===== config.mk =====
export PLATFORM = sky130hd
export DESIGN_NAME = mul16_seq_ctrl
export DESIGN_NICKNAME = d
export VERILOG_FILES = /design/src/rtl/mul16_seq_ctrl.sv
export SDC_FILE = /design/constraint.sdc
export NUM_CORES = 1
export LEC_CHECK = 0
export BUFFER_PORTS_ARGS = -buffer_cell sky130_fd_sc_hd__buf_4
export CAP_MARGIN = 20
export CORE_ASPECT_RATIO = 1.75
export CORE_UTILIZATION = 40
export CTS_BUF_LIST = sky130_fd_sc_hd__clkbuf_16
export DETAILED_ROUTE_END_ITERATION = 10
export PLACE_DENSITY = 0.61
export SKIP_CTS_REPAIR_TIMING = 1
export SLEW_MARGIN = 25
export SYNTH_ARGS = -nofsm -noshare
export SYNTH_HDL_FRONTEND = slang
export SYNTH_SLANG_ARGS = --single-unit

===== constraint.sdc =====
create_clock -name clk -period 8.2 [get_ports clk]
set_input_delay 0.82 -clock clk [delete_from_list [all_inputs] [get_ports clk]]
set_output_delay 0.82 -clock clk [all_outputs]
set_load 0.02 [all_outputs]

===== src/rtl/mul16_seq_ctrl.sv =====
// Sequential 16x16 multiplier built from one shared 8x8 magnitude multiplier.
// Operands go through sign-magnitude, four partial products are accumulated, then the sign is reapplied.
module mul16_seq_ctrl #(
    parameter int USE_SIGN = 1,
    parameter int RES_W    = 16
) (
    input  logic        clk,
    input  logic        rst_n,
    input  logic        clear,
    input  logic        in_valid,
    output logic        in_ready,
    input  logic [15:0] op_a,
    input  logic [15:0] op_b,
    output logic        out_valid,
    input  logic        out_ready,
    output logic [31:0] product,
    output logic        negative,
    output logic        overflow
);

    localparam logic [2:0] S_IDLE = 3'd0;
    localparam logic [2:0] S_PP0  = 3'd1;
    localparam logic [2:0] S_PP1  = 3'd2;
    localparam logic [2:0] S_PP2  = 3'd3;
    localparam logic [2:0] S_PP3  = 3'd4;
    localparam logic [2:0] S_FIX  = 3'd5;
    localparam logic [2:0] S_DONE = 3'd6;

    logic [2:0]  state;
    logic [15:0] mag_a;
    logic [15:0] mag_b;
    logic        sign;
    logic [31:0] acc;

    logic        accept;
    logic [15:0] abs_a;
    logic [15:0] abs_b;
    logic        op_sign;
    logic [7:0]  unit_a;
    logic [7:0]  unit_b;
    logic [15:0] unit_p;
    logic [31:0] addend;
    logic [31:0] fix_product;
    logic        fix_negative;
    logic        fix_overflow;
    logic [32-RES_W:0] hi_signed;
    logic [31-RES_W:0] hi_unsigned;

    assign in_ready = rst_n && (state == S_IDLE);
    assign accept   = in_valid && in_ready && !clear;

    // 16-bit two's complement negate maps -32768 onto 0x8000, which is its magnitude.
    always_comb begin
        if (USE_SIGN != 0) begin
            abs_a   = op_a[15] ? (~op_a + 16'd1) : op_a;
            abs_b   = op_b[15] ? (~op_b + 16'd1) : op_b;
            op_sign = op_a[15] ^ op_b[15];
        end else begin
            abs_a   = op_a;
            abs_b   = op_b;
            op_sign = 1'b0;
        end
    end

    always_comb begin
        unit_a = mag_a[7:0];
        unit_b = mag_b[7:0];
        case (state)
            S_PP1: begin
                unit_a = mag_a[7:0];
                unit_b = mag_b[15:8];
            end
            S_PP2: begin
                unit_a = mag_a[15:8];
                unit_b = mag_b[7:0];
            end
            S_PP3: begin
                unit_a = mag_a[15:8];
                unit_b = mag_b[15:8];
            end
            default: begin
                unit_a = mag_a[7:0];
                unit_b = mag_b[7:0];
            end
        endcase
    end

    // The single shared 8x8 unsigned multiplier.
    assign unit_p = {8'd0, unit_a} * {8'd0, unit_b};

    always_comb begin
        addend = '0;
        case (state)
            S_PP0:        addend = {16'd0, unit_p};
            S_PP1, S_PP2: addend = {8'd0, unit_p, 8'd0};
            S_PP3:        addend = {unit_p, 16'd0};
            default:      addend = '0;
        endcase
    end

    assign fix_negative = sign && (acc != '0);
    assign fix_product  = fix_negative ? (~acc + 32'd1) : acc;
    assign hi_signed    = fix_product[31:RES_W-1];
    assign hi_unsigned  = fix_product[31:RES_W];

    // Signed fit means every bit from RES_W-1 upward is a copy of the sign bit.
    always_comb begin
        if (USE_SIGN != 0) begin
            fix_overflow = !((hi_signed == '0) || (hi_signed == '1));
        end else begin
            fix_overflow = (hi_unsigned != '0);
        end
    end

    always_ff @(posedge clk or negedge rst_n) begin
        if (!rst_n) begin
            state     <= S_IDLE;
            mag_a     <= '0;
            mag_b     <= '0;
            sign      <= 1'b0;
            acc       <= '0;
            product   <= '0;
            negative  <= 1'b0;
            overflow  <= 1'b0;
            out_valid <= 1'b0;
        end else if (clear) begin
            state     <= S_IDLE;
            out_valid <= 1'b0;
        end else begin
            case (state)
                S_IDLE: begin
                    if (accept) begin
                        mag_a <= abs_a;
                        mag_b <= abs_b;
                        sign  <= op_sign;
                        acc   <= '0;
                        state <= S_PP0;
                    end
                end
                S_PP0, S_PP1, S_PP2, S_PP3: begin
                    acc   <= acc + addend;
                    state <= state + 3'd1;
                end
                S_FIX: begin
                    product   <= fix_product;
                    negative  <= fix_negative;
                    overflow  <= fix_overflow;
                    out_valid <= 1'b1;
                    state     <= S_DONE;
                end
                S_DONE: begin
                    if (out_ready) begin
                        out_valid <= 1'b0;
                        state     <= S_IDLE;
                    end
                end
                default: state <= S_IDLE;
            endcase
        end
    end

endmodule

# Word level (Yosys, flattened, before mapping)
# Cells that the tools add are included.
dict set report op_classes {
  multipliers 1
  n_mux 15
  n_reduce_logical 21
  eq_ne 10
  add_sub_neg 5
  bitwise 5
}
# cell n
set ops {}
lappend ops {{one-hot mux 32 bit (3 select lines)} 1}
lappend ops {{two-way mux 32 bit} 2}
lappend ops {{one-hot mux 32 bit (2 select lines)} 1}
lappend ops {{adder 16 x 1 -> 16 bit, second input constant} 2}
lappend ops {{adder 32 x 1 -> 32 bit, second input constant} 1}
lappend ops {{adder 32 bit} 1}
lappend ops {{two-way mux 16 bit} 2}
lappend ops {{NOT 16 bit} 2}
lappend ops {{NOT 32 bit} 1}
lappend ops {{nonzero test 32 bit} 1}
lappend ops {{== test 17 bit, second input constant} 1}
lappend ops {{logical NOT 17 bit} 1}
lappend ops {{multiplier 8 x 8 -> 16 bit} 1}
lappend ops {{two-way mux 8 bit} 2}
lappend ops {{one-hot mux 3 bit (4 select lines)} 1}
lappend ops {{== test 3 bit, second input constant} 3}
lappend ops {{two-way mux 3 bit} 3}
lappend ops {{== test 3 x 2 -> 1 bit, second input constant} 2}
lappend ops {{!= test 3 bit, second input constant} 2}
lappend ops {{AND reduction 2 bit} 3}
lappend ops {{AND reduction 3 bit} 2}
lappend ops {{OR reduction 2 bit} 3}
lappend ops {{logical AND 1 bit} 4}
lappend ops {{OR reduction 4 bit} 1}
lappend ops {{other kinds (12)} 14}
dict set report word_totals {
  regBits 103
  elab_cells 66
}

# Longest topological paths before layout
dict set report depth {
  ltp_word 7
  mapped_depth 33
  depth_no_buf 32
}

# Least setup slack after synthesis
# Ideal clock, no wire load.
dict set report synth_timing {
  kind {flip-flop to flip-flop}
  startpoint {reg state[0]}
  endpoint {reg acc[31]}
  required_ns 8.076
  arrival_ns 7.930
  slack_ns 0.146
  setup_time_ns 0.124
  path_buffers 1
  stages_incl_launch_ff 32
  cell_sequence {dfrtp_1 -> inv_1 -> ha_1 -> and2_1 -> clkbuf_1 -> nor2_1 -> mux2i_1 -> or2_2 -> fa_1 -> fa_1 -> inv_1 -> fa_1 -> inv_1 -> fa_1 -> inv_1 -> ha_1 -> a21oi_1 -> o21ba_2 -> o21ai_0 -> o41ai_1 -> xor2_1 -> o22ai_1 -> ha_1 -> and4_1 -> and3_1 -> o311ai_0 -> a21bo_2 -> a211oi_1 -> o2111ai_1 -> a21o_1 -> and4b_1 -> a211o_1}
}
dict set report synth_between {
  elab_chain_len 7
  elab_cells_between_ends 21
}
# element line
set synth_rtl {}
lappend synth_rtl {{from (decl)} 29} ;# logic [2:0] state;
lappend synth_rtl {{from (signal assigned)} 142} ;# state <= state + 3'd1;
lappend synth_rtl {{== test 3 x 2 -> 1 bit / == test 3 bit (equally long branches)} {68, 93, 130}}
lappend synth_rtl {{OR reduction 2 bit (no source line)} --}
lappend synth_rtl {{two-way mux 8 bit} 68} ;# case (state)
lappend synth_rtl {{multiplier 8 x 8 -> 16 bit} 89} ;# assign unit_p = {8'd0, unit_a} * {8'd0, unit_b};
lappend synth_rtl {{one-hot mux 32 bit (3 select lines)} 93} ;# case (state)
lappend synth_rtl {{adder 32 bit} 141} ;# acc <= acc + addend;
lappend synth_rtl {{one-hot mux 32 bit (2 select lines)} 130} ;# case (state)
lappend synth_rtl {{to (signal assigned)} 141}
lappend synth_rtl {{to (decl)} 33} ;# logic [31:0] acc;
# Several ways; a longest one is shown, not always the timed one.
# A chain may end at the register's enable or synchronous reset.

# Final worst setup path
# Same ends and word-level chain as after synthesis.

==> results.cfg <==
[logic_synthesis]
synth_adder_area_share = 0.179
synth_top_family_by_area = compound AO/OA/AOI/OAI gates
synth_edf_count = 0
yosys.area_share.xor_xnor = 0.0887
synthSimpleGateAreaFrac = 0.182
synth.mux.area_fraction = 0.0263
syn_area_per_cell_um2 = 8.53
syn_nets = 1248
yosys_register_bits = 103
ys.flop_type = dfrtp_1
async_flop_share = 1.00
synth_compound_area_frac = 0.203
synth-warning-count = 0
syn_area_um2 = 9380
ys_seq_area_frac = 0.275
synth_cell_types = 66
synthCells = 1099

[clocking]
clk_path_buf_depth = 2
cts-root-buf = clkbuf_16
clock-sinks = 103
cts_tree = yes
clkLatencyLatePin_ns = 0.37
htreeDepth = 3
cts_buffers = 9
cts.clk_slew.worst_paths_ns = 0.08

[drt]
drt_wl_total_mm = 24.0
drt_iter0_markers = 328
ant_nets = 0
dr_total_vias = 8073
viasPerCell = 5.44
avgRoutedWirePerCell_um = 16.2
drt_pass1_iterations = 4
drc = 0

[timing]
clock_skew_ns = 0.00965
whs_ns = 0.424
min_period_over_period = 0.966
setup_viol = 0
slew_headroom = 0.378
fmax_mhz = 126
timing_hold_violations_final = 0
setup_ws_ns = 0.281
post-route-min-period_ns = 7.92
tightest_slew_ns = 0.933
drv_slew = 0

[finish]
final_cell_mix = nor2_1, buf_4, dfrtp_1
layout.nets = 1329
drive_gt1_frac = 0.161
antenna_cells = 0
nFillCells = 2280
multiInputGateArea_um2 = 6520
syn2layout_area_growth_pct = 16.1
final_common_cell = nor2_1
fin_area_um2 = 10900
ff_latch_area_um2 = 2580

[placement]
placedInstanceArea_um2 = 10400
place.gp.congestion = 0.936
port_buffers = 72
pre_cts_ws_ns = -0.0222
dpl.hpwl_mm = 19.3

[status]
status = finished, final reports clean

[worst_setup_path]
required_ns = 8.45
worstPathArrival_ns = 8.17
r2r_cells = 32
reg2reg_from = state[0]$_DFFE_PN0P_
slowest_stage = fa_1
critPathLaunchType = register
worstSetupPathType = register to register
max_stage_delay_ns = 0.54
crit_fanout = 6
cp_common_cell = fa_1
critPathCaptureType = register
startpoint = state[0]$_DFFE_PN0P_

[grt]
gr-total-overflow = 0
grt_pass1_vias = 8144
grt_pass1_wl_mm = 40.0
antenna_found_initial = 0
grt_max_degree = 65
track_usage = 0.208

[floorplanning]
die_width_um = 118
row_count = 73
die_h_um = 205
io_pins = 73
core_area_um2 = 22800
dieArea_um2 = 24100
start_util = 0.411

[min_path]
hold_class = input pin to asynchronous set/reset pin

[job]
drv_cap = 0
==> state kept, by name, indices dropped and copies added (netlist names) <==
| signal | count |
|---|---|
| state | 3 |
| negative | 1 |
| sign | 1 |
| acc | 32 |
| out_valid | 1 |
| mag_a | 16 |
| overflow | 1 |
| mag_b | 16 |
| product | 32 |
==> synthesized netlist by cell type (6+ instances only) <==
| master | number | area, um2 |
|---|---|---|
| a22o_1 | 24 | 210 |
| or4_1 | 6 | 45.0 |
| nor3_1 | 13 | 65.1 |
| a21o_1 | 11 | 82.6 |
| ha_1 | 75 | 938 |
| or3_1 | 14 | 87.6 |
| a21oi_1 | 75 | 375 |
| o21bai_1 | 7 | 52.6 |
| buf_1 | 8 | 30.0 |
| and2_1 | 12 | 75.1 |
| nand4b_1 | 6 | 52.6 |
| nor2b_1 | 13 | 81.3 |
| o22ai_1 | 8 | 50.1 |
| o21a_1 | 6 | 45.0 |
| nor4_1 | 7 | 43.8 |
| nand3_1 | 7 | 35.0 |
| fa_1 | 37 | 741 |
| nand2_1 | 102 | 383 |
| a211oi_1 | 8 | 60.1 |
| or2_2 | 19 | 119 |
| o41ai_1 | 10 | 87.6 |
| o31ai_1 | 24 | 180 |
| o21ai_0 | 73 | 365 |
| xor2_1 | 52 | 455 |
| dfrtp_1 | 103 | 2580 |
| mux2i_1 | 19 | 190 |
| nor2_1 | 138 | 518 |
| inv_1 | 69 | 259 |
| clkbuf_1 | 33 | 124 |
| xnor2_1 | 43 | 377 |
==> kinds of logic (layout without fill, tap and decap cells) <==
family,after synthesis,after routing
buf+inv,112,197
xor+xnor,95,95
compound gates,291,291
flops,103,103
fa+ha+maj,112,112
mux,24,24
simple gates,362,362
==> layout make-up <==
cell class,instances,share of cell area
flip-flops and latches,103,0.237
repair buffers,113,0.0786
multi-input cells,884,0.599
clock buffers,9,0.0207
well taps,300,0.0345
inverters,69,0.0238
clock inverters,6,0.00644
==> metrics by stage <==
stage / std cells / setup TNS (ns) / utilization
2_1_floorplan: 1099 / 0 / -
3_3_place_gp: 1460 / 0 / 0.454
3_5_place_dp: 1460 / -0.0222 / 0.454
4_1_cts: 1475 / -0.0572 / 0.467
5_1_grt: 1484 / -0.152 / 0.477
6_report: 1484 / 0 / 0.477
==> critical path, delay by kind of cell (launching register included) <==
kind	cells	cell delay, ns
DFF	1	0.39
and+or+nand+nor	6	1.22
buffers and inverters	6	0.57
AOI/OAI and AO/OA	11	2.22
xor gates and xnor gates	1	0.34
muxes	1	0.13
adders and majority gates	7	2.92
==> layer usage <==
layer,track usage,part of all wire,vias to the layer above
met4,0.111,0.043,0
met5,0,0,-
met1,0.202,0.37,3831
met2,0.418,0.56,144
met3,0.0253,0.021,59
li1,-,-,4039
==> worst paths after layout <==
check,end,slack [ns]
min in group clk,product[21]$_DFFE_PN0P_,0.48
min reg2reg,product[21]$_DFFE_PN0P_,0.48
max,acc[31]$_DFFE_PN0P_,0.28
max reg2reg,acc[31]$_DFFE_PN0P_,0.28
min,acc[1]$_DFFE_PN0P_,0.42
max in group asynchronous,acc[18]$_DFFE_PN0P_,6.55
Power is left out: the tool's default activity adds up to more than one toggle a clock period on the data nets, which glitch-free logic cannot reach.
